File: config.mk
export PLATFORM = sky130hd
export DESIGN_NAME = pc_unit
export DESIGN_NICKNAME = d
export VERILOG_FILES = /design/src/rtl/cpu_pkg.sv /design/src/rtl/next_pc_calc.sv /design/src/rtl/pc_unit.sv
export SDC_FILE = /design/constraint.sdc
export NUM_CORES = 1
export LEC_CHECK = 0
export BUFFER_PORTS_ARGS = -buffer_cell sky130_fd_sc_hd__buf_2
export CORE_MARGIN = 1.5
export CORE_UTILIZATION = 53
export CTS_CLUSTER_DIAMETER = 120
export DETAILED_ROUTE_END_ITERATION = 12
export PLACE_DENSITY = 0.79
export RECOVER_POWER = 100
export SLEW_MARGIN = 20
export SYNTH_ARGS = -nofsm -noshare
export SYNTH_HDL_FRONTEND = slang
export SYNTH_SLANG_ARGS = --single-unit
File: constraint.sdc
create_clock -name clk -period 4.7 [get_ports clk]
set_input_delay 0.235 -clock clk [delete_from_list [all_inputs] [get_ports clk]]
set_output_delay 0.235 -clock clk [all_outputs]
set_load 0.02 [all_outputs]
File: src/rtl/cpu_pkg.sv
// Shared CPU definitions: PC-unit state encoding, next-PC source select and
// the default reset vector.
package cpu_pkg;

    typedef enum logic {
        ST_RUN  = 1'b0,
        ST_HALT = 1'b1
    } pc_state_t;

    typedef enum logic [1:0] {
        SEL_SEQ    = 2'd0,
        SEL_BRANCH = 2'd1,
        SEL_JUMP   = 2'd2,
        SEL_JR     = 2'd3
    } pc_sel_t;

    localparam logic [31:0] RESET_PC_DEFAULT = 32'h0000_0000;

    // Priority encoder for the next-PC source: jr > jump > branch > seq.
    function automatic pc_sel_t pick_sel(input logic jr, input logic jump,
                                         input logic branch);
        if (jr)
            return SEL_JR;
        else if (jump)
            return SEL_JUMP;
        else if (branch)
            return SEL_BRANCH;
        else
            return SEL_SEQ;
    endfunction

endpackage

File: src/rtl/next_pc_calc.sv
// Combinational next-PC target computation and selection.
// Every candidate is computed modulo 2^W, so PC wrap-around falls out naturally.
module next_pc_calc
    import cpu_pkg::*;
#(
    parameter int W = 32
) (
    input  logic [W-1:0] i_pc_plus4,
    input  logic         i_branch,
    input  logic         i_jump,
    input  logic         i_jr,
    input  logic [15:0]  i_imm16,
    input  logic [25:0]  i_jidx,
    input  logic [W-1:0] i_rs_val,
    output logic [W-1:0] o_next_pc,
    output logic         o_jr_misalign
);

    // Bits of the PC replaced by a J-type target; the top bits come from pc+4.
    localparam logic [W-1:0] LOW_MASK = W'({28{1'b1}});

    logic signed [17:0] w_offset;
    logic [W-1:0]       w_btgt;
    logic [W-1:0]       w_jtgt;
    pc_sel_t            w_sel;

    assign w_offset      = {i_imm16, 2'b00};
    assign w_btgt        = i_pc_plus4 + W'(w_offset);
    assign w_jtgt        = (i_pc_plus4 & ~LOW_MASK) | (W'({i_jidx, 2'b00}) & LOW_MASK);
    assign w_sel         = pick_sel(i_jr, i_jump, i_branch);
    assign o_jr_misalign = i_jr && (i_rs_val[1:0] != 2'b00);

    always_comb begin
        o_next_pc = i_pc_plus4;
        case (w_sel)
            SEL_JR:     o_next_pc = i_rs_val;
            SEL_JUMP:   o_next_pc = w_jtgt;
            SEL_BRANCH: o_next_pc = w_btgt;
            default:    o_next_pc = i_pc_plus4;
        endcase
    end

endmodule

File: src/rtl/pc_unit.sv
// Program-counter unit: PC register, saturating instruction counter and the
// RUN/HALT state machine. Target arithmetic lives in next_pc_calc.
module pc_unit
    import cpu_pkg::*;
#(
    parameter int           W        = 32,
    parameter logic [W-1:0] RESET_PC = W'(RESET_PC_DEFAULT)
) (
    input  logic         clk,
    input  logic         rst,
    input  logic         stall,
    input  logic         halt,
    input  logic         branch,
    input  logic         jump,
    input  logic         jr,
    input  logic [15:0]  imm16,
    input  logic [25:0]  jidx,
    input  logic [W-1:0] rs_val,
    output logic [W-1:0] pc,
    output logic [W-1:0] pc_plus4,
    output logic         running,
    output logic         misalign,
    output logic [W-1:0] inst_count,
    output pc_state_t    state
);

    pc_state_t    r_state;
    logic [W-1:0] r_pc;
    logic [W-1:0] r_inst_count;
    logic         r_misalign;
    logic [W-1:0] w_pc_plus4;
    logic [W-1:0] w_next_pc;
    logic         w_jr_bad;

    assign w_pc_plus4 = r_pc + W'(4);

    next_pc_calc #(
        .W (W)
    ) u_calc (
        .i_pc_plus4    (w_pc_plus4),
        .i_branch      (branch),
        .i_jump        (jump),
        .i_jr          (jr),
        .i_imm16       (imm16),
        .i_jidx        (jidx),
        .i_rs_val      (rs_val),
        .o_next_pc     (w_next_pc),
        .o_jr_misalign (w_jr_bad)
    );

    // Halt outranks stall, and stall masks every control-flow select.
    always_ff @(posedge clk or posedge rst) begin
        if (rst) begin
            r_state      <= ST_RUN;
            r_pc         <= RESET_PC;
            r_inst_count <= '0;
            r_misalign   <= 1'b0;
        end else begin
            case (r_state)
                ST_RUN: begin
                    if (halt) begin
                        r_state <= ST_HALT;
                    end else if (stall) begin
                        r_state <= ST_RUN;
                    end else if (w_jr_bad) begin
                        r_misalign <= 1'b1;
                        r_state    <= ST_HALT;
                    end else begin
                        r_pc <= w_next_pc;
                        if (r_inst_count != '1)
                            r_inst_count <= r_inst_count + W'(1);
                    end
                end
                default: r_state <= ST_HALT;
            endcase
        end
    end

    assign pc         = r_pc;
    assign pc_plus4   = w_pc_plus4;
    assign running    = (r_state == ST_RUN);
    assign misalign   = r_misalign;
    assign inst_count = r_inst_count;
    assign state      = r_state;

endmodule

==> results.md, run 1 <==
- H-Tree Depth: 3
- Max-cap viol count: 2
- Worst-Margin Slew: between 3 and 4 ns
- RR Endpoint: pc[24]
- Post-synthesis async set-or-reset flop share: between 90% and 100%
- Slew Limit Fails: about 110
- DP Wirelength: 14420 um
- Worst hold start: stall
- Reg-to-Reg Start: pc[2]
- Routed wire length: roughly 19000 um
- Combinational family with the most area after synthesis: compound AO/OA/AOI/OAI gates
- Post-route clock period utilization: around 91%
- Worst Skew: about 0.011 ns
- Post-synth top flop: dfrtp_1
- DRT antenna net count: 0
- Pleak: between 3 and 4 nW
- Synthesized cell area: between 0.005 and 0.006 sq mm
- WHS Path Cells: 2
- Post-synth top area share: 29.09%
- Syn Nets: just over 800
- Synth Area in Simple Gates: between 20 and 25%
- Total track usage: around 34%
- Core area: a little over 0.01 sq mm
- Multiplexer share of the synthesized area: roughly 1.9%
- CTS tree: yes
- Initial cell density of the core: a little over half
- Clock-pin transition on the worst setup and hold timing paths: 0.08 ns
- Worst Setup End Kind: flip-flop
- Vias in the first global route: 6053
- Drt first pass iters: 5
- Fraction of layout cells with a size suffix above 1: 12.90%
- Failing checks: capacitance limit, slew limit
- IO buf count: approximately 180
- Path type of the worst setup path: reg2reg
- Setup Fix Bufs, Post-CTS: 0
- Largest cells by area after synthesis: dfrtp_1, xnor2_1, ha_1
- Worst relative slew slack: -151.6%
- Min cycle time layout: roughly 4.3 ns
- Cell Rows: 37
- Final Hold Fails: 0
- Die H: around 110 um
- Leading cell type by number of instances after synthesis: nor2_1
- # diodes: 0
- Worst path max stage delay: 0.47 ns
- Synth area leader: dfrtp_1
- Setup TNS: 0 ns
- Slowest cell on crit path: nor4_1
- Gate Count Post-Synth: between 700 and 800
- Worst hold endpoint: state
- Overall power: 1.773 mW
- Sequential Area: roughly 0.0017 sq mm
- NumNets Final: 996
- Post-synth EDFFs: 0
- Area Overhead vs Synth: 18.42%
- Adder-Cell Fraction of Synth Area: a little over 8%
- Crit start category: flip-flop
- CP max FO: 10
- # IOs: 180
- DRC viols: 0
- Ys Warns: 0
- Clock buffer depth: 2
- Antenna violations before repair: 0
- Xor/xnor share of the synthesized area: about 12%
- Maximum VDD drop: about 0.00019 V
- Status: complete, but fails checks
- Fillers: between 900 and 1k
- Routed length per placed instance: ~19 um
- TritonCTS Buffers: 9
- Post-synth top cells: nor2_1, dfrtp_1, nand2_1, a21oi_1, xnor2_1
- Largest net degree at the start of global routing: 67
- First-pass GRT wire length: between 30000 and 40000 um
- Via count: roughly 6.3k
- CP Data Arrival Time: around 4.5 ns
- Die ar.: approximately 0.011 sq mm
- Cts hold-fix bufs: 0
- Path depth of the worst reg2reg path: 14
- Compound-Gate Fraction of Synth Area: a little under a quarter
- Vias per cell: between 6 and 7
- Number of gates resized after CTS: 0
- Crit path top cell by count: nand3_1
- Synth Register Bits: 66
- Critical Path RT: between 4 and 5 ns
- Aggregate global routing overflow: 0
- RSZ-0062 raised after global routing: false
- Clk sinks: 66
- Multi-input logic area: about 0.0038 sq mm
- Critical path, cell by cell: ha_1 > nand3_1 > nor4_1 > buf_4 > nand3_1 > xnor2_1 > ha_1 > a211oi_1 > a2bb2oi_1 > nand3_1 > a21oi_1 > o21ai_0 > a211oi_1 > a21oi_1
- Hold Path Class: in2reg
- Skew-Pair Late Insertion Delay: roughly 0.37 ns
- Power per Cell Area: 263.7 mW/mm^2
- Avg Inst Size Synth: roughly 8.0 sq um
- FF-to-FF setup slack: 0.42 ns
- Finish-stage setup viols: 0
- Clk root buf: clkbuf_8
- F_max: around 230 MHz
- Synth unique cells: ~70
- Initial drt markers: roughly 580
- Final Wtd Congestion: 0.9858
- Sequential share of the synthesized area: between 20 and 30%
- Die width: about 110 um
- Util after Layout: 64.84%
## layer usage
metal / vias to the layer above / track usage, % / part of all wire [%]
li1: 2915 / - / -
met1: 2978 / 42.96 / 42
met2: 310 / 55.30 / 46
met3: 59 / 7.480 / 8.4
met4: 0 / 14.67 / 3.4
met5: - / 0 / 0
## flip-flops by register name, indices dropped and copies added, names as in the netlist
signal / count
inst_count: 32
misalign: 1
state: 1
pc: 32
## final cells by class
cell class | instances | area share (%)
Sequential cell | 66 | 24.56
Inverter | 30 | 1.675
Clock buffer | 11 | 2.103
Tap cell | 136 | 2.531
Timing Repair Buffer | 186 | 12.17
Multi-Input combinational cell | 586 | 56.01
Clock inverter | 5 | 0.9490
## cell usage in the layout (no fill, tap or decap), types with 5 or more instances in the layout
cell      instances
a211oi_1          7
a21o_1           11
a21oi_1          58
a221oi_1          5
a22oi_1           5
a31oi_1           8
and3_1            9
and4_1            6
buf_2            84
clkbuf_1         99
clkbuf_8         10
dfrtp_1          66
ha_1             35
inv_1            29
mux2i_1           6
nand2_1          66
nand3_1          45
nand4_1          11
nor2_1           84
nor2b_1           8
nor3_1           15
o21ai_0          44
o22ai_1           6
o31ai_1           5
xnor2_1          51
xor2_1           24
## cell families after synthesis
| logic type | Yosys count |
|---|---|
| simple gates | 265 |
| compound gates | 198 |
| xor+xnor | 77 |
| flops | 66 |
| buf+inv | 60 |
| fa+ha+maj | 36 |
| mux | 10 |
## critical path: cells and delay by family (launching register included)
kind	cells	cell delay (ns)
XOR/XNOR	1	0.31
adder cells (fa/ha/maj)	2	0.67
flip-flops	1	0.42
buffers and inverters	1	0.25
AO/OA/AOI/OAI	6	1.55
AND/OR/NAND/NOR	4	0.93
## worst max path at each step
stage               slack (ns)   from      to
floorplan                 0.44  pc[2]  pc[20]
global placement          0.71  pc[2]  pc[25]
detailed placement        0.51  pc[7]  pc[30]
CTS                       0.48  pc[7]  pc[30]
global route              0.12  pc[2]  pc[25]
finish                    0.42  pc[2]  pc[24]
## metrics by stage
step	std cells	instance area, sq um	setup slack [ns]	hold slack (ns)
finish	1020	6724	0.4153	0.08907
global route	1020	6724	0.1199	0.1088
CTS	1020	6879	0.4753	0.09031
detailed placement	1004	6674	0.5056	0.4436
global placement	1004	6674	0.7071	0.4378
floorplan	712	5678	0.4437	0.3462
## power by group
part	switching [mW]	internal, mW
clock network	0.254	0.263
registers	0.0496	0.593
logic	0.385	0.228
total	0.689	1.08
Power figures use the tool's default switching activity.
==> run 2: changes to the inputs <==
CORE_MARGIN = not set   (was 1.5)
clock period = 4.3 ns   (was 4.7 ns; I/O delays follow)
==> results.md, run 2 (synthesized netlist as in run 1, its figures left out) <==
- Status: complete, but fails checks (unchanged)
- Failing checks: capacitance limit, slew limit (unchanged)
- CP Data Arrival Time: 4.26 ns (was 4.50 ns)
- Antenna violations before repair: 0 (unchanged)
- Flop pwr share: 37.5% (was 36.2%)
- Post-place instance area: 0.006689 sq mm (was 0.006674 sq mm)
- Vias per cell: 6.052 (was 6.139)
- Min cycle time layout: 4.033 ns (was 4.285 ns)
- # diodes: 0 (unchanged)
- Comb pwr share: 35.9% (was 34.6%)
- Vias in the first global route: 5847 (was 6053)
- Final Wtd Congestion: 0.9789 (was 0.9858)
- Path type of the worst setup path: reg2reg (unchanged)
- Pleak: 3.085 nW (was 3.077 nW)
- Initial cell density of the core: 54.75% (unchanged)
- Skew-Pair Late Insertion Delay: 0.35 ns (was 0.37 ns)
- Critical path endpoint: pc[25] (was pc[24])
- Maximum VDD drop: 0.0002203 V (was 0.0001896 V)
- Sw Pwr: 753.0 uW (was 688.9 uW)
- CTS tree: yes (unchanged)
- Setup TNS: 0 ns (unchanged)
- Clk root buf: clkbuf_8 (unchanged)
- Cell Int Power: 1.112 mW (was 1.084 mW)
- DRC viols: 0 (unchanged)
- Util after Layout: 64.86% (was 64.84%)
- Aggregate global routing overflow: 0 (unchanged)
- Slew Limit Fails: 67 (was 109)
- Crit. path cell count: 16 (was 14)
- Placed instance count: 1006 (was 1004)
- Setup Fix Bufs, Post-CTS: 0 (unchanged)
- Hold Path Class: in2reg (unchanged)
- FF-to-FF setup slack: 0.27 ns (was 0.42 ns)
- Path depth of the worst reg2reg path: 16 (was 14)
- DRT antenna net count: 0 (unchanged)
- Fraction of layout cells with a size suffix above 1: 13.77% (was 12.90%)
- Power per Cell Area: 277.2 mW/mm^2 (was 263.7 mW/mm^2)
- Commonest non-fill, non-tap cells in the layout: clkbuf_1, buf_2, nor2_1 (was clkbuf_1, nor2_1, buf_2)
- Initial drt markers: 418 (was 578)
- Post-route cell area: 0.006726 sq mm (was 0.006724 sq mm)
- Clk sinks: 66 (unchanged)
- H-Tree Depth: 3 (unchanged)
- Post-route clock period utilization: 93.80% (was 91.16%)
- Final Hold Fails: 0 (unchanged)
- Total track usage: 33.61% (was 33.82%)
- Worst relative slew slack: -151.5% (was -151.6%)
- Reg-to-Reg Start: pc[2] (unchanged)
- Worst path max stage delay: 0.43 ns (was 0.47 ns)
- RR Endpoint: pc[25] (was pc[24])
- Die ar.: 0.01113 sq mm (was 0.01134 sq mm)
- Critical path, cell by cell: ha_1 > nand3_1 > nor4_2 > buf_4 > nand4_1 > nor2_1 > xnor2_1 > ha_1 > a21oi_1 > nor2b_1 > o21ai_0 > nor2b_1 > nor3_1 > a211o_1 > a221oi_1 > o22ai_1 (was ha_1 > nand3_1 > nor4_1 > buf_4 > nand3_1 > xnor2_1 > ha_1 > a211oi_1 > a2bb2oi_1 > nand3_1 > a21oi_1 > o21ai_0 > a211oi_1 > a21oi_1)
- First-pass GRT wire length: 29410 um (was 30150 um)
- Routed length per placed instance: 18.52 um (was 18.72 um)
- Largest net degree at the start of global routing: 67 (unchanged)
- Finish-stage setup viols: 0 (unchanged)
- Core area: 0.01037 sq mm (unchanged)
- Crit start category: flip-flop (unchanged)
- Sw Ratio: 40.38% (was 38.86%)
- NumNets Final: 998 (was 996)
- Cell Rows: 37 (unchanged)
- F_max: 247.9 MHz (was 233.4 MHz)
- Worst Skew: 0.01107 ns (was 0.01100 ns)
- Critical path origin: pc[2] (unchanged)
- TritonCTS Buffers: 9 (unchanged)
- Routed wire length: 18930 um (was 19090 um)
- Pre-CTS setup slack: 0.3197 ns (was 0.5056 ns)
- Number of gates resized after CTS: 0 (unchanged)
- Die H: 105.5 um (was 106.5 um)
- Worst Setup End Kind: flip-flop (unchanged)
- Clock power share: 26.6% (was 29.1%)
- Via count: 6185 (was 6262)
- Worst hold start: stall (unchanged)
- WP buf/inv: 1 (unchanged)
- Most common cell after layout, fill and taps aside: clkbuf_1 (unchanged)
- Overall power: 1.865 mW (was 1.773 mW)
- DP Wirelength: 14290 um (was 14420 um)
- Clock-pin transition on the worst setup and hold timing paths: 0.08 ns (about the same)
- # IOs: 180 (unchanged)
- Worst setup margin: 0.2668 ns (was 0.4153 ns)
- Cts hold-fix bufs: 0 (unchanged)
- Max-cap viol count: 1 (was 2)
- CP max FO: 7 (was 10)
- Cell family with most CP delay: simple AND/OR/NAND/NOR gates (was compound AO/OA/AOI/OAI gates)
- Die width: 105.5 um (was 106.5 um)
- Slowest cell on crit path: dfrtp_1 (was nor4_1)
- IO buf count: 179 (unchanged)
- WHS: 0.09663 ns (was 0.08907 ns)
- RSZ-0062 raised after global routing: false (unchanged)
- Area Overhead vs Synth: 18.47% (was 18.42%)
- Critical Path RT: 4.52 ns (was 4.91 ns)
- Drt first pass iters: 5 (unchanged)
- Fin cells: 1022 (was 1020)
- Clock buffer depth: 2 (unchanged)
- Worst-Margin Slew: 3.773 ns (was 3.775 ns)
-- run 2: worst min-delay path by stage --
stage                    end  cells past startpoint
global placement    misalign                      1
global route           state                      2
CTS                    state                      2
floorplan              state                      1
detailed placement  misalign                      1
finish                 state                      2
-- run 2: area by class of cell --
cell class	count	area [sq um]
multi-input cells	586	3776
fillers	974	3643
well taps	136	170.2
flip-flops and latches	66	1652
clock buffers	9	123.9
repair buffers	188	839.6
inverters	30	112.6
clock inverters	7	52.55
-- run 2: worst register-to-register path: cells and delay by family (launching register included) --
| family | cells | cell delay, ns |
|---|---|---|
| xor gates and xnor gates | 1 | 0.20 |
| buffers and inverters | 1 | 0.23 |
| DFF | 1 | 0.43 |
| adders and majority gates | 2 | 0.63 |
| and+or+nand+nor | 7 | 1.36 |
| AOI/OAI and AO/OA | 5 | 1.05 |
-- run 2: power by group through the flow --
stage | clock (mW) | sequential (mW) | combinational [mW]
CTS | 0.508 | 0.697 | 0.674
finish | 0.496 | 0.700 | 0.669
global route | 0.532 | 0.704 | 0.724
global placement | 0 | 0.708 | 0.659
detailed placement | 0 | 0.710 | 0.670
floorplan | 0 | 0.729 | 0.439
-- run 2: layer usage --
layer  wire, um  share of wire, %  global-route usage [%]
met1       7800                41                   42.54
met2       8936                47                   55.31
met4        530               2.8                   15.08
met5          0                 0                       0
met3       1662               8.8                   6.926
